### src/rtl/pc_sequencer_if.sv
// Fetch/next-PC bus between the run controller and the core datapath / instruction memory.
interface pc_sequencer_if;
  logic [31:0] pc;
  logic [31:0] next_pc;
  logic        halt;
  logic        im_req;
  logic        im_ack;
  logic        ir_load;
  logic        commit;

  modport master (
    output pc, im_req, ir_load, commit,
    input  next_pc, halt, im_ack
  );

  modport slave (
    input  pc, im_req, ir_load, commit,
    output next_pc, halt, im_ack
  );
endinterface

### src/rtl/pc_sequencer.sv
// Run controller for the single-cycle MIPS next-PC path: owns the PC, sequences
// fetch/execute, and provides start/resume/step control, fetch timeout and statistics.
module pc_sequencer #(
  parameter logic [31:0] RESET_PC    = 32'h0000_0000,
  parameter int unsigned CNT_BITS    = 32,
  parameter int unsigned ACK_TIMEOUT = 16,
  parameter int unsigned TO_BITS     = 8
) (
  input  logic                clk,
  input  logic                rst,
  input  logic                go,
  input  logic                step_mode,
  pc_sequencer_if.master      bus,
  output logic                running,
  output logic                halted,
  output logic                paused,
  output logic                bus_err,
  output logic [CNT_BITS-1:0] cycle_count,
  output logic [CNT_BITS-1:0] instr_count
);

  typedef enum logic [2:0] {
    S_IDLE,
    S_FETCH,
    S_EXEC,
    S_HALT,
    S_PAUSE,
    S_ERR
  } state_t;

  // Last FETCH cycle index at which an ack is still accepted.
  localparam logic [TO_BITS-1:0] TO_LAST =
    (ACK_TIMEOUT == 0) ? '0 : TO_BITS'(ACK_TIMEOUT - 1);

  state_t             state;
  state_t             state_next;
  logic               go_q;
  logic               go_rise;
  logic [TO_BITS-1:0] to_cnt;
  logic [31:0]        pc_q;
  logic               im_req_d;
  logic               ir_load_d;
  logic               commit_d;

  assign go_rise = go & ~go_q;

  always_ff @(posedge clk) begin
    if (rst) begin
      state       <= S_IDLE;
      go_q        <= 1'b0;
      to_cnt      <= '0;
      pc_q        <= RESET_PC;
      cycle_count <= '0;
      instr_count <= '0;
    end else begin
      state  <= state_next;
      go_q   <= go;
      // Cleared outside FETCH so it always reads 0 on the first FETCH cycle.
      to_cnt <= (state == S_FETCH) ? to_cnt + 1'b1 : '0;
      if (commit_d) begin
        pc_q <= bus.next_pc;
        if (instr_count != '1) instr_count <= instr_count + 1'b1;
      end
      if (running && cycle_count != '1) cycle_count <= cycle_count + 1'b1;
    end
  end

  always_comb begin
    state_next = state;
    unique case (state)
      S_IDLE:  if (go_rise) state_next = S_FETCH;
      S_FETCH: begin
        if (bus.im_ack)
          state_next = S_EXEC;
        else if (ACK_TIMEOUT != 0 && to_cnt == TO_LAST)
          state_next = S_ERR;
      end
      S_EXEC: begin
        if (bus.halt)      state_next = S_HALT;
        else if (step_mode) state_next = S_PAUSE;
        else               state_next = S_FETCH;
      end
      S_HALT, S_PAUSE: if (go_rise) state_next = S_FETCH;
      S_ERR:   state_next = S_ERR;
      default: state_next = S_IDLE;
    endcase
  end

  always_comb begin
    im_req_d  = (state == S_FETCH);
    ir_load_d = (state == S_FETCH) && bus.im_ack;
    commit_d  = (state == S_EXEC);
    running   = (state == S_FETCH) || (state == S_EXEC);
    halted    = (state == S_HALT);
    paused    = (state == S_PAUSE);
    bus_err   = (state == S_ERR);
  end

  assign bus.pc      = pc_q;
  assign bus.im_req  = im_req_d;
  assign bus.ir_load = ir_load_d;
  assign bus.commit  = commit_d;

endmodule

### src/flat_wrapper.sv
// flat-port wrapper written by rule: the top's interface ports become plain ports
module pc_sequencer_flat 
#(
  parameter logic [31:0] RESET_PC    = 32'h0000_0000,
  parameter int unsigned CNT_BITS    = 32,
  parameter int unsigned ACK_TIMEOUT = 16,
  parameter int unsigned TO_BITS     = 8
)
  (clk, rst, go, step_mode, running, halted, paused, bus_err, cycle_count, instr_count, bus_pc, bus_im_req, bus_ir_load, bus_commit, bus_next_pc, bus_halt, bus_im_ack);
  pc_sequencer_if bus_i ();
  input  logic clk;
  input  logic rst;
  input  logic go;
  input  logic step_mode;
  output logic running;
  output logic halted;
  output logic paused;
  output logic bus_err;
  output logic [CNT_BITS-1:0] cycle_count;
  output logic [CNT_BITS-1:0] instr_count;
  output wire logic [$bits(bus_i.pc)-1:0] bus_pc;
  output wire logic [$bits(bus_i.im_req)-1:0] bus_im_req;
  output wire logic [$bits(bus_i.ir_load)-1:0] bus_ir_load;
  output wire logic [$bits(bus_i.commit)-1:0] bus_commit;
  input wire logic [$bits(bus_i.next_pc)-1:0] bus_next_pc;
  input wire logic [$bits(bus_i.halt)-1:0] bus_halt;
  input wire logic [$bits(bus_i.im_ack)-1:0] bus_im_ack;
  assign bus_pc = bus_i.pc;
  assign bus_im_req = bus_i.im_req;
  assign bus_ir_load = bus_i.ir_load;
  assign bus_commit = bus_i.commit;
  assign bus_i.next_pc = bus_next_pc;
  assign bus_i.halt = bus_halt;
  assign bus_i.im_ack = bus_im_ack;
  pc_sequencer #(.RESET_PC(RESET_PC), .CNT_BITS(CNT_BITS), .ACK_TIMEOUT(ACK_TIMEOUT), .TO_BITS(TO_BITS)) u_core (.clk(clk), .rst(rst), .go(go), .step_mode(step_mode), .bus(bus_i), .running(running), .halted(halted), .paused(paused), .bus_err(bus_err), .cycle_count(cycle_count), .instr_count(instr_count));
endmodule
### config.mk
export PLATFORM = sky130hd
export DESIGN_NAME = pc_sequencer_flat
export DESIGN_NICKNAME = d
export VERILOG_FILES = /design/src/rtl/pc_sequencer_if.sv /design/src/rtl/pc_sequencer.sv /design/src/flat_wrapper.sv
export SDC_FILE = /design/constraint.sdc
export NUM_CORES = 1
export LEC_CHECK = 0
export BUFFER_PORTS_ARGS = -buffer_cell sky130_fd_sc_hd__buf_2
export CORE_AREA = 4 4 99 101
export CTS_BUF_LIST = sky130_fd_sc_hd__clkbuf_4 sky130_fd_sc_hd__clkbuf_8
export CTS_CLUSTER_SIZE = 28
export DETAILED_ROUTE_END_ITERATION = 16
export DIE_AREA = 0 0 103 105
export GPL_TIMING_DRIVEN = 0
export HOLD_SLACK_MARGIN = 0.03
export PLACE_DENSITY = 0.81
export SLEW_MARGIN = 20
export SYNTH_ARGS = -nofsm -noshare
export SYNTH_HDL_FRONTEND = slang
export SYNTH_SLANG_ARGS = --single-unit
export TNS_END_PERCENT = 20
### constraint.sdc
create_clock -name clk -period 3 [get_ports clk]
set_clock_uncertainty 0.15 [all_clocks]
set_input_delay 0.3 -clock clk [delete_from_list [all_inputs] [get_ports clk]]
set_output_delay 0.3 -clock clk [all_outputs]
set_load 0.01 [all_outputs]
==> metrics.csv, run 1 <==
metric,value,unit
status,completed,
critical path's slowest cell,clkbuf_1,
"FF+latch count, synth",108,
core footprint,0.00902,mm2
pre-CTS setup slack,256,ps
Crit. End Element,output pin,
Num CTS Buffers,9,
row cnt,35,
Startpoint Class,register,
CTS tree,done,
Slew @ Worst Pin,870,ps
Max VDD drop,352,uV
overall power,0.00259,W
Initial Utilization,0.516,
GRT Total Usage,0.237,
crit-path cells,"clkbuf_1, inv_1, nand3b_1, clkbuf_1, inv_1, clkbuf_1, buf_2",
Area Overhead vs Synth,29.5,%
Initial DRC Count,239,
CP top delay family,buffers and inverters,
multi-input logic area,0.00238,mm2
cell-internal power,0.00194,W
"Reg clk slew, reported paths",110,ps
synthesized area,0.00465,mm2
Sw Ratio,0.251,
detailed-router iteration count before antenna repair,4,
hold depth,3,
Synth warnings,0,
Finish-stage setup viols,0,
Tcrit/Tclk final,0.962,
final worst setup slack,113,ps
"Distinct cells, synth",43,
root buf cell,clkbuf_8,
RSZ-0062 raised after global routing,true,
final critical-path required period,2890,ps
crit path max fanout,10,
Crit path buffers/inverters,6,
share of layout cells above drive strength 1,0.224,
"Req. time, crit path",2550,ps
clock sink count,108,
Yosys top cell area share,0.465,
IO Pins,141,
H-Tree Depth,3,
Reg area,0.00216,mm2
initial antenna violation count,0,
routed vias,4731,
Worst Path Arrival,2440,ps
largest stage delay on the critical path,440,ps
largest area contributor in the synthesized netlist,dfxtp_1,
Mean Syn Cell Area,8.22,um2
main area contributors after synthesis,"dfxtp_1 (46%), xor2_1 (7.5%), nand2_1 (6.9%)",
ANT cells,0,
clock power share,0.341,
residual DRC count,0,
largest net degree at the start of global routing,18,
"wirelength, routed",12900,um
sequential power share,0.569,
port buffer count,140,
maxcap violations,0,
GR Overflow Total,0,
Nets,791,
Worst-Skew Late Latency,370,ps
DIE WIDTH,103,um
Syn Nets,607,
fillcell total,747,
Levels on crit path,7,
DR vias/cell,5.46,
Longest Clk Path Bufs,2,
die area,0.0108,mm2
combinational share of power,0.090,
HPWL Detailed,8840,um
postcts setup bufs,0,
worst min path class,primary input to register,
reg2reg path depth,7,
sequential area share after synthesis,0.465,
"Hold Vio Cnt, Final",0,
worst relative slew slack,0.415,
die height,105,um
global-route wire length before repair,20800,um
wire per inst,14.9,um
RD Place Congestion,0.871,
Peak Freq,346,MHz
remaining antenna violation count,0,
vias in the first global route,4519,
post-synthesis cell count,566,
NetSw,0.000650,W
pwr dens,430,mW/mm2
Setup CP Type,register to output pin,
leakage power,2.54,nW
most frequent CP cell,clkbuf_1,
fin. max-slew vios,0,
==> through the flow <==
stage,instances,cell area [um2],hold slack [ps],TNS (ps),utilization
after global routing,866,6020,90.9,-87.7,0.668
after CTS,866,6010,47.9,0,0.666
after global placement,817,5490,274,0,0.609
final,866,6020,67.1,0,0.668
after floorplan,566,4650,263,0,-
after detailed placement,817,5490,295,0,0.609
==> Yosys cell counts, drive strengths merged <==
library cell    n
a211oi          2
buf             3
a2111oi         2
mux2            1
and3           17
nor2           82
a21o            1
o31ai           1
and4            4
or3             7
nand3          36
nand2b          2
or2b            1
ha              3
nor3           12
o21ba           1
nand4          27
or4b            1
or2             4
dfxtp         108
inv             7
nand2          86
a221oi          1
or4             4
nor4            9
a22oi           1
and2            5
nor2b           3
xor2           40
nand4b          1
clkbuf         23
mux2i           1
xnor2          18
a21oi          42
o21ai           8
nor4b           1
nand3b          1
==> logic make-up after synthesis <==
logic type      after synthesis  share of synthesized area
flops                       108                      0.465
simple gates                303                      0.315
compound gates               59                     0.0710
mux                           2                    0.00457
xor+xnor                     58                      0.109
buf+inv                      33                     0.0272
fa+ha+maj                     3                    0.00807
==> tightest hold or removal path: cells and delay by family <==
family | cells | cell delay, ps
AND/OR/NAND/NOR | 1 | 80
buffers and inverters | 1 | 90
AO/OA/AOI/OAI | 1 | 80
==> registers in the layout, summed over array words and instances (netlist names) <==
register            flops
u_core.state            3
u_core.go_q             1
u_core.to_cnt           8
u_core.bus.pc          32
u_core.cycle_count     32
u_core.instr_count     32
==> power groups by stage <==
stage	combinational, W	clock, W	sequential [W]
global placement	0.000190	0	0.00151
floorplan	0.000103	0	0.00151
CTS	0.000229	0.000896	0.00148
global route	0.000255	0.000952	0.00148
detailed placement	0.000195	0	0.00151
finish	0.000234	0.000883	0.00148
==> cell usage in the layout (no fill, tap or decap), types with 9 or more instances in the layout <==
master	count
buf_2	142
xnor2_1	18
dlygate4sd3_1	33
and3_1	16
clkbuf_1	23
nand4_1	27
xor2_1	40
nor3_1	11
clkbuf_8	9
nor2_1	82
dfxtp_1	108
nand2_1	86
nand3_1	36
a21oi_1	42
==> layout make-up <==
type	instances	area share
multi-input combinational	425	0.394
sequential	108	0.359
timing repair buffer	173	0.171
tap	111	0.0231
clock buffer	9	0.0206
buffer	26	0.0166
clock inverter	7	0.0110
inverter	7	0.00436
==> routing by layer <==
layer  part of all wire  global-route usage  up-vias
met5                  0                   0        -
met4              0.033              0.0962        0
met3              0.064              0.0567       35
met2               0.51               0.401      171
met1               0.40               0.282     2223
li1                   -                   -     2302
==> timing repair <==
action | CTS | global route
endpoints found under the setup margin | 0 | 3
endpoints found under the hold margin | 33 | 0
hold buffers | 33 | 0
resized for setup | 0 | 1
==> path summary, 6_finish.rpt <==
kind | from | to | slack (ps)
setup / recovery | u_core.state[2] | bus_commit | 110
hold / removal | bus_halt | u_core.state[1] | 70
setup reg to reg | u_core.state[1] | u_core.cycle_count[31] | 220
hold reg to reg | u_core.to_cnt[0] | u_core.to_cnt[0] | 310
Note: power is estimated with default switching activity, not from simulation.
==> run 2: changes to the inputs <==
Settings changed: CORE_AREA 4 4 99 101 to 4 4 130 132, DIE_AREA 0 0 103 105 to 0 0 134 136, PLACE_DENSITY 0.81 to unset.
==> metrics.csv, run 2 (synthesized netlist as in run 1, its figures left out) <==
metric,value,unit
status,completed,
maxcap violations,0,
Finish-stage setup viols,0,
"most common cell after layout, fill and taps aside",buf_2,
RD Place Congestion,0.789,
routed vias,4513,
Max VDD drop,213,uV
Min-Delay Endpoint,u_core.instr_count[20],
Initial DRC Count,250,
die height,136,um
clock sink count,108,
crit-path cells,"nand4_1, nor4_1, or4b_1, buf_2, or3_1, a21oi_1",
crit path max fanout,7,
pre-CTS setup slack,190,ps
"Req. time, crit path",3160,ps
Initial Utilization,0.296,
Longest Clk Path Bufs,2,
remaining antenna violation count,0,
GR Overflow Total,0,
Startpoint Class,register,
Setup TNS,0,ps
ANT cells,0,
die area,0.0182,mm2
GRT Total Usage,0.145,
"wirelength, routed",13400,um
HP Start,rst,
flop2flop setup slack,290,ps
port buffer count,140,
core footprint,0.0157,mm2
share of layout cells above drive strength 1,0.229,
root buf cell,clkbuf_8,
most frequent cells in the layout,"buf_2 (142), dfxtp_1 (108), nand2_1 (86), nor2_1 (82), a21oi_1 (42)",
DR vias/cell,4.64,
residual DRC count,0,
hold depth,3,
Worst Path Arrival,2870,ps
largest stage delay on the critical path,720,ps
critical path's slowest cell,nor4_1,
Setup CP Type,register to register,
Slew @ Worst Pin,759,ps
worst min path class,primary input to register,
IO Pins,141,
"Hold Vio Cnt, Final",0,
CTS tree,done,
vias in the first global route,4229,
detailed-router iteration count before antenna repair,4,
RSZ-0062 raised after global routing,false,
Peak Freq,369,MHz
Tcrit/Tclk final,0.903,
fin. max-slew vios,0,
global-route wire length before repair,21300,um
Crit. End Element,register,
leakage power,2.56,nW
final critical-path required period,2710,ps
Reg2Reg Capture Point,u_core.cycle_count[24],
Num CTS Buffers,9,
HPWL Detailed,9610,um
Nets,792,
DIE WIDTH,134,um
row cnt,46,
reg2reg path depth,6,
wire per inst,13.8,um
largest net degree at the start of global routing,20,
final worst setup slack,292,ps
Area Overhead vs Synth,33.1,%
worst reg2reg path startpoint,u_core.cycle_count[11],
initial antenna violation count,0,
"Reg clk slew, reported paths",120,ps
H-Tree Depth,3,
Worst-Skew Late Latency,390,ps
worst relative slew slack,0.489,
pwr dens,420,mW/mm2
==> run 2: changes by cell type in the layout (fill, tap and decap cells not counted), moves of 2 or more <==
cell and delta:
inv_6 +4, clkbuf_1 -3, clkbuf_2 +2, clkinv_2 -4
==> run 2: layout make-up <==
type,instances,area (um2)
Fill cell,1663,9520
Multi-Input combinational cell,425,2380
Sequential cell,108,2160
Timing Repair Buffer,175,1060
Tap cell,216,270
Clock buffer,10,138
Buffer,25,98.8
Clock inverter,6,52.6
Inverter,7,26.3
==> run 2: per-stage QoR <==
stage	util	power [W]	std cells	hold WS [ps]	instance area (um2)
5_1_grt	0.394	0.00272	972	160	6190
6_report	0.394	0.00260	972	142	6190
3_3_place_gp	0.358	0.00171	922	277	5620
4_1_cts	0.391	0.00264	971	121	6150
3_5_place_dp	0.358	0.00171	922	281	5620
2_1_floorplan	-	0.00162	566	263	4650
==> run 2: critical path, delay by kind of cell, from the launching register on <==
family,cells,cell delay (ps)
AO/OA/AOI/OAI,1,140
buffers and inverters,1,170
flip-flops,1,450
AND/OR/NAND/NOR,4,1710
==> run 2: worst max-delay path by stage <==
| stage | startpoint | to | slack [ps] | depth (start not counted) |
|---|---|---|---|---|
| 2_1_floorplan | u_core.cycle_count[12] | u_core.cycle_count[24] | 580 | 6 |
| 3_3_place_gp | u_core.state[2] | u_core.instr_count[28] | 150 | 10 |
| 3_5_place_dp | u_core.state[2] | u_core.instr_count[28] | 190 | 10 |
| 4_1_cts | u_core.state[2] | u_core.instr_count[28] | 10 | 9 |
| 5_1_grt | u_core.cycle_count[11] | u_core.cycle_count[25] | 20 | 7 |
| 6_report | u_core.cycle_count[11] | u_core.cycle_count[24] | 290 | 6 |
==> run 2: routing by layer <==
layer	vias to the layer above	track usage	wire length, um
met4	0	0.0366	164
met1	2083	0.189	6190
li1	2309	-	-
met2	107	0.231	6260
met5	-	0	0
met3	14	0.0474	763
==> run 2: report_power, final <==
part           switching (W)  total (W)  internal (W)
Clock               0.000545   0.000887      0.000342
Combinational       0.000134   0.000239      0.000105
Sequential         0.0000176    0.00148       0.00146
==> run 2: repair_timing <==
item,in CTS,in global routing
resized for setup,1,4
endpoints found under the setup margin,1,18
buffers inserted,0,1
hold buffers,34,0
pin swaps,0,1
hold endpoints to repair,34,0
==> run 3: changes to the inputs <==
Settings changed: GPL_TIMING_DRIVEN 0 to unset.
Clock period 3 ns to 2.2 ns, I/O delays scaled along.
==> metrics.csv, run 3 (synthesized netlist as in run 1, its figures left out) <==
metric,value,unit
status,finished with violations,
violated checks,negative setup slack,
DIE WIDTH,134,um
pre-CTS setup slack,-76.8,ps
routed vias,4671,
WHS,97.2,ps
Sw Ratio,0.256,
Max VDD drop,282,uV
largest net degree at the start of global routing,46,
port buffer count,140,
die height,136,um
"most common cell after layout, fill and taps aside",buf_2,
Area Overhead vs Synth,42.8,%
combinational share of power,0.102,
Worst-Skew Late Latency,380,ps
Setup CP Type,register to register,
clock power share,0.328,
Crit. End Element,register,
IO Pins,141,
detailed-router iteration count before antenna repair,4,
RD Place Congestion,0.789,
initial antenna violation count,0,
Reg area,0.00217,mm2
"Hold Vio Cnt, Final",0,
Nets,832,
H-Tree Depth,3,
Slew @ Worst Pin,422,ps
"Req. time, crit path",2370,ps
fin. max-slew vios,0,
"Reg clk slew, reported paths",100,ps
"wirelength, routed",13700,um
remaining antenna violation count,0,
largest stage delay on the critical path,530,ps
Tcrit/Tclk final,1.02,
root buf cell,clkbuf_8,
Longest Clk Path Bufs,2,
final critical-path required period,2240,ps
die area,0.0182,mm2
fillcell total,1582,
GRT Total Usage,0.147,
most frequent cells in the layout,"buf_2 (139), dfxtp_1 (104), nand2_1 (86), nor2_1 (80), buf_4 (65)",
cell-internal power,0.00263,W
Initial Utilization,0.296,
HPWL Detailed,9450,um
final worst setup slack,-43.0,ps
Peak Freq,446,MHz
leakage power,2.85,nW
sequential power share,0.570,
crit path max fanout,5,
Startpoint Class,register,
global-route wire length before repair,21800,um
DR vias/cell,4.62,
RSZ-0062 raised after global routing,true,
Worst Path Arrival,2410,ps
share of layout cells above drive strength 1,0.312,
Finish-stage setup viols,2,
critical path's slowest cell,or4_4,
residual DRC count,0,
Num CTS Buffers,9,
wire per inst,13.5,um
worst relative slew slack,0.718,
post-layout util,0.423,
row cnt,46,
ANT cells,0,
maxcap violations,0,
core footprint,0.0157,mm2
clock sink count,108,
GR Overflow Total,0,
crit-path cells,"xnor2_4, or4_4, or4b_4, or3_1, a21oi_1",
Initial DRC Count,235,
multi-input logic area,0.00244,mm2
pwr dens,532,mW/mm2
CTS tree,done,
worst min path class,primary input to register,
NetSw,0.000905,W
vias in the first global route,4384,
[run 3: changes by cell type in the layout (fill, tap and decap cells not counted), moves of 3 or more]
cell	previous run	this run
inv_6	5	0
dfxtp_2	0	3
nor4_2	0	4
buf_2	142	139
clkbuf_1	20	0
dfxtp_1	108	104
buf_4	0	65
nor4_1	8	4
[run 3: timing repair]
action | 4_1_cts | 5_1_grt
buffers inserted | 0 | 1
hold buffers | 34 | 0
gates resized for setup | 3 | 9
setup endpoints to repair | 6 | 29
endpoints found under the hold margin | 34 | 0
pin swaps | 0 | 1
[run 3: worst max-delay path: cells and delay by family, from the launching register on]
family / cells / cell delay (ps)
AND/OR/NAND/NOR: 3 / 1380
flip-flops: 1 / 370
XOR/XNOR: 1 / 150
AO/OA/AOI/OAI: 1 / 140
[run 3: area by class of cell]
cell class	instances	area share
sequential	108	0.327
inverter	7	0.00396
timing repair buffer	240	0.234
tap	216	0.0407
clock inverter	4	0.00377
multi-input combinational	425	0.368
clock buffer	12	0.0230
[run 3: power groups by stage]
stage	Sequential, W	Combinational [W]	Clock (W)
2_1_floorplan	0.00207	0.000150	0
3_5_place_dp	0.00206	0.000307	0
5_1_grt	0.00202	0.000398	0.00128
4_1_cts	0.00202	0.000355	0.00121
6_report	0.00202	0.000361	0.00116
3_3_place_gp	0.00206	0.000304	0
[run 3: metrics by stage]
stage / power [W] / setup TNS (ps) / std cells / instance area (um2)
after global placement: 0.00236 / -101 / 961 / 6070
after CTS: 0.00358 / -62.5 / 1011 / 6600
after floorplan: 0.00222 / -389 / 566 / 4710
final: 0.00353 / -83.2 / 1012 / 6640
after global routing: 0.00370 / -196 / 1012 / 6640
after detailed placement: 0.00237 / -165 / 961 / 6070
[run 3: path summary, 6_finish.rpt]
| kind | startpoint | to | slack, ps | cells after the start |
|---|---|---|---|---|
| setup / recovery | u_core.state[0] | u_core.cycle_count[26] | -40 | 5 |
| hold / removal | rst | u_core.cycle_count[0] | 100 | 2 |
| setup reg to reg | u_core.state[0] | u_core.cycle_count[26] | -40 | 5 |
| hold reg to reg | u_core.to_cnt[0] | u_core.to_cnt[0] | 300 | 1 |
[run 3: routing by layer]
metal	global-route usage	routed length [um]	vias up
met5	0	0	-
li1	-	-	2379
met3	0.0307	556	18
met1	0.196	6410	2158
met2	0.232	6400	116
met4	0.0606	287	0
